**src/rtl/gnn_0_save_axi_wr_master.sv**
```systemverilog
// AXI4 write master for the save path: streams 512-bit beats to DRAM as INCR bursts
// that never cross a 4 KB page, and pulses ctrl_done once every B response is back.
module gnn_0_save_axi_wr_master #(
  parameter int C_M_AXI_ADDR_WIDTH = 64,
  parameter int C_M_AXI_DATA_WIDTH = 512,
  parameter int C_XFER_SIZE_WIDTH  = 32,
  parameter int C_MAX_OUTSTANDING  = 32
) (
  input  logic                            aclk,
  input  logic                            areset,
  input  logic                            ctrl_start,
  input  logic [C_M_AXI_ADDR_WIDTH-1:0]   ctrl_addr,
  input  logic [C_XFER_SIZE_WIDTH-1:0]    ctrl_size,
  output logic                            ctrl_done,
  input  logic                            s_axis_tvalid,
  output logic                            s_axis_tready,
  input  logic [C_M_AXI_DATA_WIDTH-1:0]   s_axis_tdata,
  output logic                            m_axi_awvalid,
  input  logic                            m_axi_awready,
  output logic [C_M_AXI_ADDR_WIDTH-1:0]   m_axi_awaddr,
  output logic [7:0]                      m_axi_awlen,
  output logic                            m_axi_wvalid,
  input  logic                            m_axi_wready,
  output logic [C_M_AXI_DATA_WIDTH-1:0]   m_axi_wdata,
  output logic [C_M_AXI_DATA_WIDTH/8-1:0] m_axi_wstrb,
  output logic                            m_axi_wlast,
  input  logic                            m_axi_bvalid,
  output logic                            m_axi_bready
);

  localparam int LP_DW_BYTES    = C_M_AXI_DATA_WIDTH / 8;
  localparam int LOG            = $clog2(LP_DW_BYTES);
  localparam int LP_PAGE_BEATS  = 4096 / LP_DW_BYTES;
  localparam int LP_BURST_BEATS = (LP_PAGE_BEATS > 256) ? 256 : LP_PAGE_BEATS;
  localparam int BW             = C_XFER_SIZE_WIDTH - LOG;
  localparam int LW             = $clog2(LP_BURST_BEATS + 1);
  localparam int OW             = $clog2(C_MAX_OUTSTANDING + 1);
  localparam int AW             = C_M_AXI_ADDR_WIDTH;

  typedef enum logic [1:0] {S_IDLE, S_RUN, S_DONE} state_t;
  state_t state, state_nxt;

  logic [AW-1:0] aw_addr_q, awaddr_q, w_addr_q;
  logic [BW-1:0] aw_left_q, w_left_q;
  logic [LW-1:0] w_idx_q, aw_cur, w_cur;
  logic [OW-1:0] outstanding_q, out_nxt;
  logic          awvalid_q, aw_hs, b_hs, aw_issue, w_active, w_hs, wlast, done_cond;
  logic [7:0]    awlen_q;
  logic          unused_size_lsbs;

  assign unused_size_lsbs = ^ctrl_size[LOG-1:0];

  // Beats in the next burst: bounded by remaining beats, max burst and the 4 KB page end.
  function automatic logic [LW-1:0] burst_len(input logic [11-LOG:0] page_off,
                                              input logic [BW-1:0] left);
    logic [12:0] to_page;
    logic [12:0] n;
    to_page = 13'(LP_PAGE_BEATS) - 13'(page_off);
    n       = 13'(LP_BURST_BEATS);
    if (to_page < n) n = to_page;
    if (32'(left) < 32'(n)) n = 13'(left);
    return LW'(n);
  endfunction

  assign aw_cur = burst_len(aw_addr_q[11:LOG], aw_left_q);
  assign w_cur  = burst_len(w_addr_q[11:LOG], w_left_q);

  assign aw_hs     = awvalid_q & m_axi_awready;
  assign b_hs      = m_axi_bvalid & m_axi_bready;
  assign w_active  = (state == S_RUN) && (w_left_q != '0);
  assign wlast     = w_active && (w_idx_q == w_cur - LW'(1));
  assign w_hs      = w_active && s_axis_tvalid && m_axi_wready;
  assign done_cond = (w_left_q == '0) && (aw_left_q == '0) && !awvalid_q && (outstanding_q == '0);

  always_comb begin
    out_nxt = outstanding_q;
    if (aw_hs) out_nxt = out_nxt + OW'(1);
    if (b_hs && (outstanding_q != '0)) out_nxt = out_nxt - OW'(1);
  end

  // The next AW may be loaded on the same edge the current one handshakes.
  assign aw_issue = (state == S_RUN) && (!awvalid_q || aw_hs) && (aw_left_q != '0) &&
                    (out_nxt < OW'(C_MAX_OUTSTANDING));

  always_comb begin
    state_nxt = state;
    unique case (state)
      S_IDLE:  if (ctrl_start) state_nxt = S_RUN;
      S_RUN:   if (done_cond)  state_nxt = S_DONE;
      S_DONE:  state_nxt = S_IDLE;
      default: state_nxt = S_IDLE;
    endcase
  end

  always_ff @(posedge aclk or posedge areset) begin
    if (areset) begin
      state         <= S_IDLE;
      awvalid_q     <= 1'b0;
      awaddr_q      <= '0;
      awlen_q       <= '0;
      aw_addr_q     <= '0;
      aw_left_q     <= '0;
      w_addr_q      <= '0;
      w_left_q      <= '0;
      w_idx_q       <= '0;
      outstanding_q <= '0;
    end else begin
      state         <= state_nxt;
      outstanding_q <= out_nxt;
      if (state == S_IDLE && ctrl_start) begin
        aw_addr_q <= ctrl_addr;
        aw_left_q <= ctrl_size[C_XFER_SIZE_WIDTH-1:LOG];
        w_addr_q  <= ctrl_addr;
        w_left_q  <= ctrl_size[C_XFER_SIZE_WIDTH-1:LOG];
        w_idx_q   <= '0;
      end else begin
        if (aw_issue) begin
          awvalid_q <= 1'b1;
          awaddr_q  <= aw_addr_q;
          awlen_q   <= 8'(aw_cur - LW'(1));
          aw_addr_q <= aw_addr_q + (AW'(aw_cur) << LOG);
          aw_left_q <= aw_left_q - BW'(aw_cur);
        end else if (aw_hs) begin
          awvalid_q <= 1'b0;
        end
        if (w_hs) begin
          if (wlast) begin
            w_addr_q <= w_addr_q + (AW'(w_cur) << LOG);
            w_left_q <= w_left_q - BW'(w_cur);
            w_idx_q  <= '0;
          end else begin
            w_idx_q  <= w_idx_q + LW'(1);
          end
        end
      end
    end
  end

  assign ctrl_done     = (state == S_DONE);
  assign m_axi_awvalid = awvalid_q;
  assign m_axi_awaddr  = awaddr_q;
  assign m_axi_awlen   = awlen_q;
  assign m_axi_wvalid  = w_active & s_axis_tvalid;
  assign s_axis_tready = w_active & m_axi_wready;
  assign m_axi_wdata   = s_axis_tdata;
  assign m_axi_wstrb   = '1;
  assign m_axi_wlast   = wlast;
  assign m_axi_bready  = 1'b1;

endmodule

```
**config.mk**
```make
export PLATFORM = sky130hd
export DESIGN_NAME = gnn_0_save_axi_wr_master
export DESIGN_NICKNAME = d
export VERILOG_FILES = /design/src/rtl/gnn_0_save_axi_wr_master.sv
export SDC_FILE = /design/constraint.sdc
export NUM_CORES = 1
export LEC_CHECK = 0
export BUFFER_PORTS_ARGS = -buffer_cell sky130_fd_sc_hd__clkbuf_2
export CORE_AREA = 2 2 492 494
export CTS_CLUSTER_DIAMETER = 150
export CTS_CLUSTER_SIZE = 24
export DETAILED_ROUTE_END_ITERATION = 7
export DIE_AREA = 0 0 494 496
export GPL_ROUTABILITY_DRIVEN = 0
export PLACE_DENSITY = 0.3
export SYNTH_ARGS = -nofsm -noshare
export SYNTH_HDL_FRONTEND = slang
export SYNTH_SLANG_ARGS = --single-unit
```
**constraint.sdc**
```tcl
create_clock -name aclk -period 10.37 [get_ports aclk]
set_clock_uncertainty 0.05 [all_clocks]
set_input_delay 0.5185 -clock aclk [delete_from_list [all_inputs] [get_ports aclk]]
set_output_delay 0.5185 -clock aclk [all_outputs]
set_load 0.02 [all_outputs]
```
==> reports/qor.txt <==
CORE AREA -> 239600 sq um
final max-slew violation count -> 0
average wire per standard cell -> 22.24 um
Seq/Total Area, Yosys -> 30.54%
Hold Vio Cnt, Final -> 0
setup violators final -> 0
YS warnings -> 0
largest net degree at the start of global routing -> 76
unrepaired setup endpoints after global routing -> no
Hold Path Class -> in -> reg
asr flop ratio synth -> 100.0%
launch point of the worst path -> w_addr_q[7]
die width -> 494 um
distinct cell type count after synthesis -> 88
Area growth, synth to finish -> 6.646%
WP data required -> 10.77 ns
Initial Util -> 7.181%
mapped cell area -> 17210 sq um
# Max-Cap Violations -> 0
VDD IR-drop max -> 0.1039 mV
critical path arrival -> 7.90 ns
crit-path max FO -> 15
Primary FF master, synth -> dfrtp_1
WHS -> 0.09355 ns
DRT Pass-1 Iters -> 5
R2R setup slack -> 2.88 ns
global route overflow -> 0
total clock sinks -> 210
status -> finished clean
drt via density -> 2.686
Post-Syn Instances -> 2131
Total Wirelength -> 109.9 mm
vias -> 13275
Die H -> 496 um
share of layout cells above drive strength 1 -> 14.90%
period utilisation layout -> 72.24%
Slew headroom -> 21.43%
vias in the first global route -> 13167
GRT met2 Usage -> 14.69%
clock transition at the registers of the reported paths -> 0.11 ns
Post-DP HPWL -> 89.81 mm
setup tns final -> 0 ns
cell row count -> 180
number of buffers created by CTS -> 15
P_leak -> 7.009 nW
HP Start -> ctrl_addr[31]
FF+latch count, synth -> 210
clk root buf -> clkbuf_16
Total GRT Usage -> 8.536%
syn_area_per_cell -> 8.075 sq um
H-tree depth -> 1
EDFF count, synth -> 0
Nets -> 2394
DIE AREA -> 245000 sq um
number of fill cells -> 28250
I/O Pins -> 1269
clock buffer depth -> 3
reg2reg start -> w_addr_q[7]
Worst setup SP type -> flip-flop
fmax -> 133.5 MHz
port bufs -> 173
worst slew pin tran -> 1.162 ns
layer with the highest usage -> met2
Crit. End Element -> flip-flop
P per Cell Area -> 269.4 nW/um^2
# resized after CTS -> 0
final period demand of the worst path -> 7.491 ns
clk_lat worst skew -> 0.60 ns
initial antenna violation count -> 24
met1 usage -> 6.611%
First DRT Iteration DRCs -> 739
DRT antenna net count -> 0
met3 Use GR -> 6.310%
Remaining DRCs -> 0
first-pass GRT wire length -> 139.0 mm
critical path class -> reg -> reg
CTS tree -> built
-- where the power goes --
part	switching [mW]	internal [mW]
clock	0.417	0.317
combinational	1.84	0.971
sequential	0.324	1.08
-- layer usage --
metal | wire (um) | vias up | part of all wire (%)
li1 | - | 5849 | -
met1 | 29220 | 6176 | 27
met2 | 53670 | 873 | 49
met3 | 18650 | 371 | 17
met4 | 8237 | 6 | 7.5
met5 | 108 | - | 0.098
-- synthesized netlist by cell type, types with 13 or more instances --
library cell,number,share of area [%]
buf_4,580,25
nand2_1,350,7.6
dfrtp_1,210,31
o21ai_0,121,3.5
nor2_1,83,1.8
a21oi_1,78,2.3
clkbuf_1,65,1.4
nand3_1,64,1.9
xnor2_1,49,2.5
inv_1,42,0.92
ha_1,34,2.5
nor3_1,34,0.99
and3_1,25,0.91
xor2_1,25,1.3
a31oi_1,22,0.80
nor4_1,21,0.76
or3_1,19,0.69
nand4_1,18,0.65
o211ai_1,18,0.79
nor2b_1,15,0.55
a22oi_1,13,0.57
and2_1,13,0.47
mux2i_1,13,0.76
-- layout by cell type, fill, tap and decap left out, types with 21 or more instances in the layout --
master,instances
nand2_1,349
dfrtp_1,210
clkbuf_2,173
o21ai_0,121
nor2_1,81
a21oi_1,77
conb_1,65
nand3_1,64
xnor2_1,49
inv_1,41
nor3_1,34
ha_1,34
and3_1,25
xor2_1,25
buf_4,24
a31oi_1,22
nor4_1,21
-- worst max-delay path: stages, from the launching register on --
cell	delay, ns
dfrtp_1	0.52
inv_1	0.15
ha_1	0.25
nor2b_1	0.20
a211oi_1	0.57
inv_1	0.22
ha_1	0.35
o211ai_1	0.10
nor3_1	0.26
a211o_1	0.55
o21ai_0	0.29
nand2_1	0.21
ha_1	0.16
inv_1	0.10
maj3_1	0.35
maj3_1	0.41
maj3_1	0.37
a21oi_1	0.24
a21oi_1	0.16
o21ai_0	0.16
nor4b_1	0.97
nor4b_1	0.42
xnor2_1	0.17
o21ai_0	0.09
-- sequential cells by signal, indices dropped and copies added (netlist names) --
signal / cells
aw_addr_q: 64
m_axi_awaddr: 64
w_idx_q: 7
outstanding_q: 6
aw_left_q: 26
w_addr_q: 6
state: 2
m_axi_awlen: 8
m_axi_awvalid: 1
w_left_q: 26
-- per-stage QoR --
step           worst slack [ns]  cells  power, mW  util (%)  area [sq um]
2_1_floorplan             4.064   2195      3.530         -         17450
3_3_place_gp              2.950   4912      4.350     7.438         17820
3_5_place_dp              3.020   4912      4.340     7.438         17820
4_1_cts                   2.952   4937      5.134     7.653         18340
5_1_grt                   2.255   4941      5.421     7.657         18350
6_report                  2.879   4942      4.944     7.658         18350
-- repair_timing --
action / 4_1_cts / 5_1_grt
hold buffers: 1 / 0
endpoints found under the hold margin: 73 / 0
setup buffers: 0 / 0
-- final timing paths --
kind                                    end  depth (start not counted)
setup / recovery               w_left_q[23]                         23
hold / removal                aw_addr_q[31]                          3
setup reg to reg               w_left_q[23]                         23
hold reg to reg             m_axi_awaddr[5]                          2
max in group asynchronous  m_axi_awaddr[57]                          5
min in group asynchronous  m_axi_awaddr[27]                          3
-- area by class of cell --
class	count	area, sq um	area share, %
clock inverters	8	115.1	0.6273
diodes	5	12.51	0.06818
repair buffers	198	1056	5.754
inverters	43	168.9	0.9204
multi-input cells	1277	7370	40.16
clock buffers	16	389.1	2.120
well taps	3185	3985	21.72
flip-flops and latches	210	5255	28.64
-- kinds of logic after synthesis --
logic type	share of synthesized area [%]
flops	30.54
mux	1.120
simple gates	19.44
compound gates	13.64
xor+xnor	3.766
other cells	0.02179
fa+ha+maj	3.178
buf+inv	28.29
(Power assumes the default switching activity.)
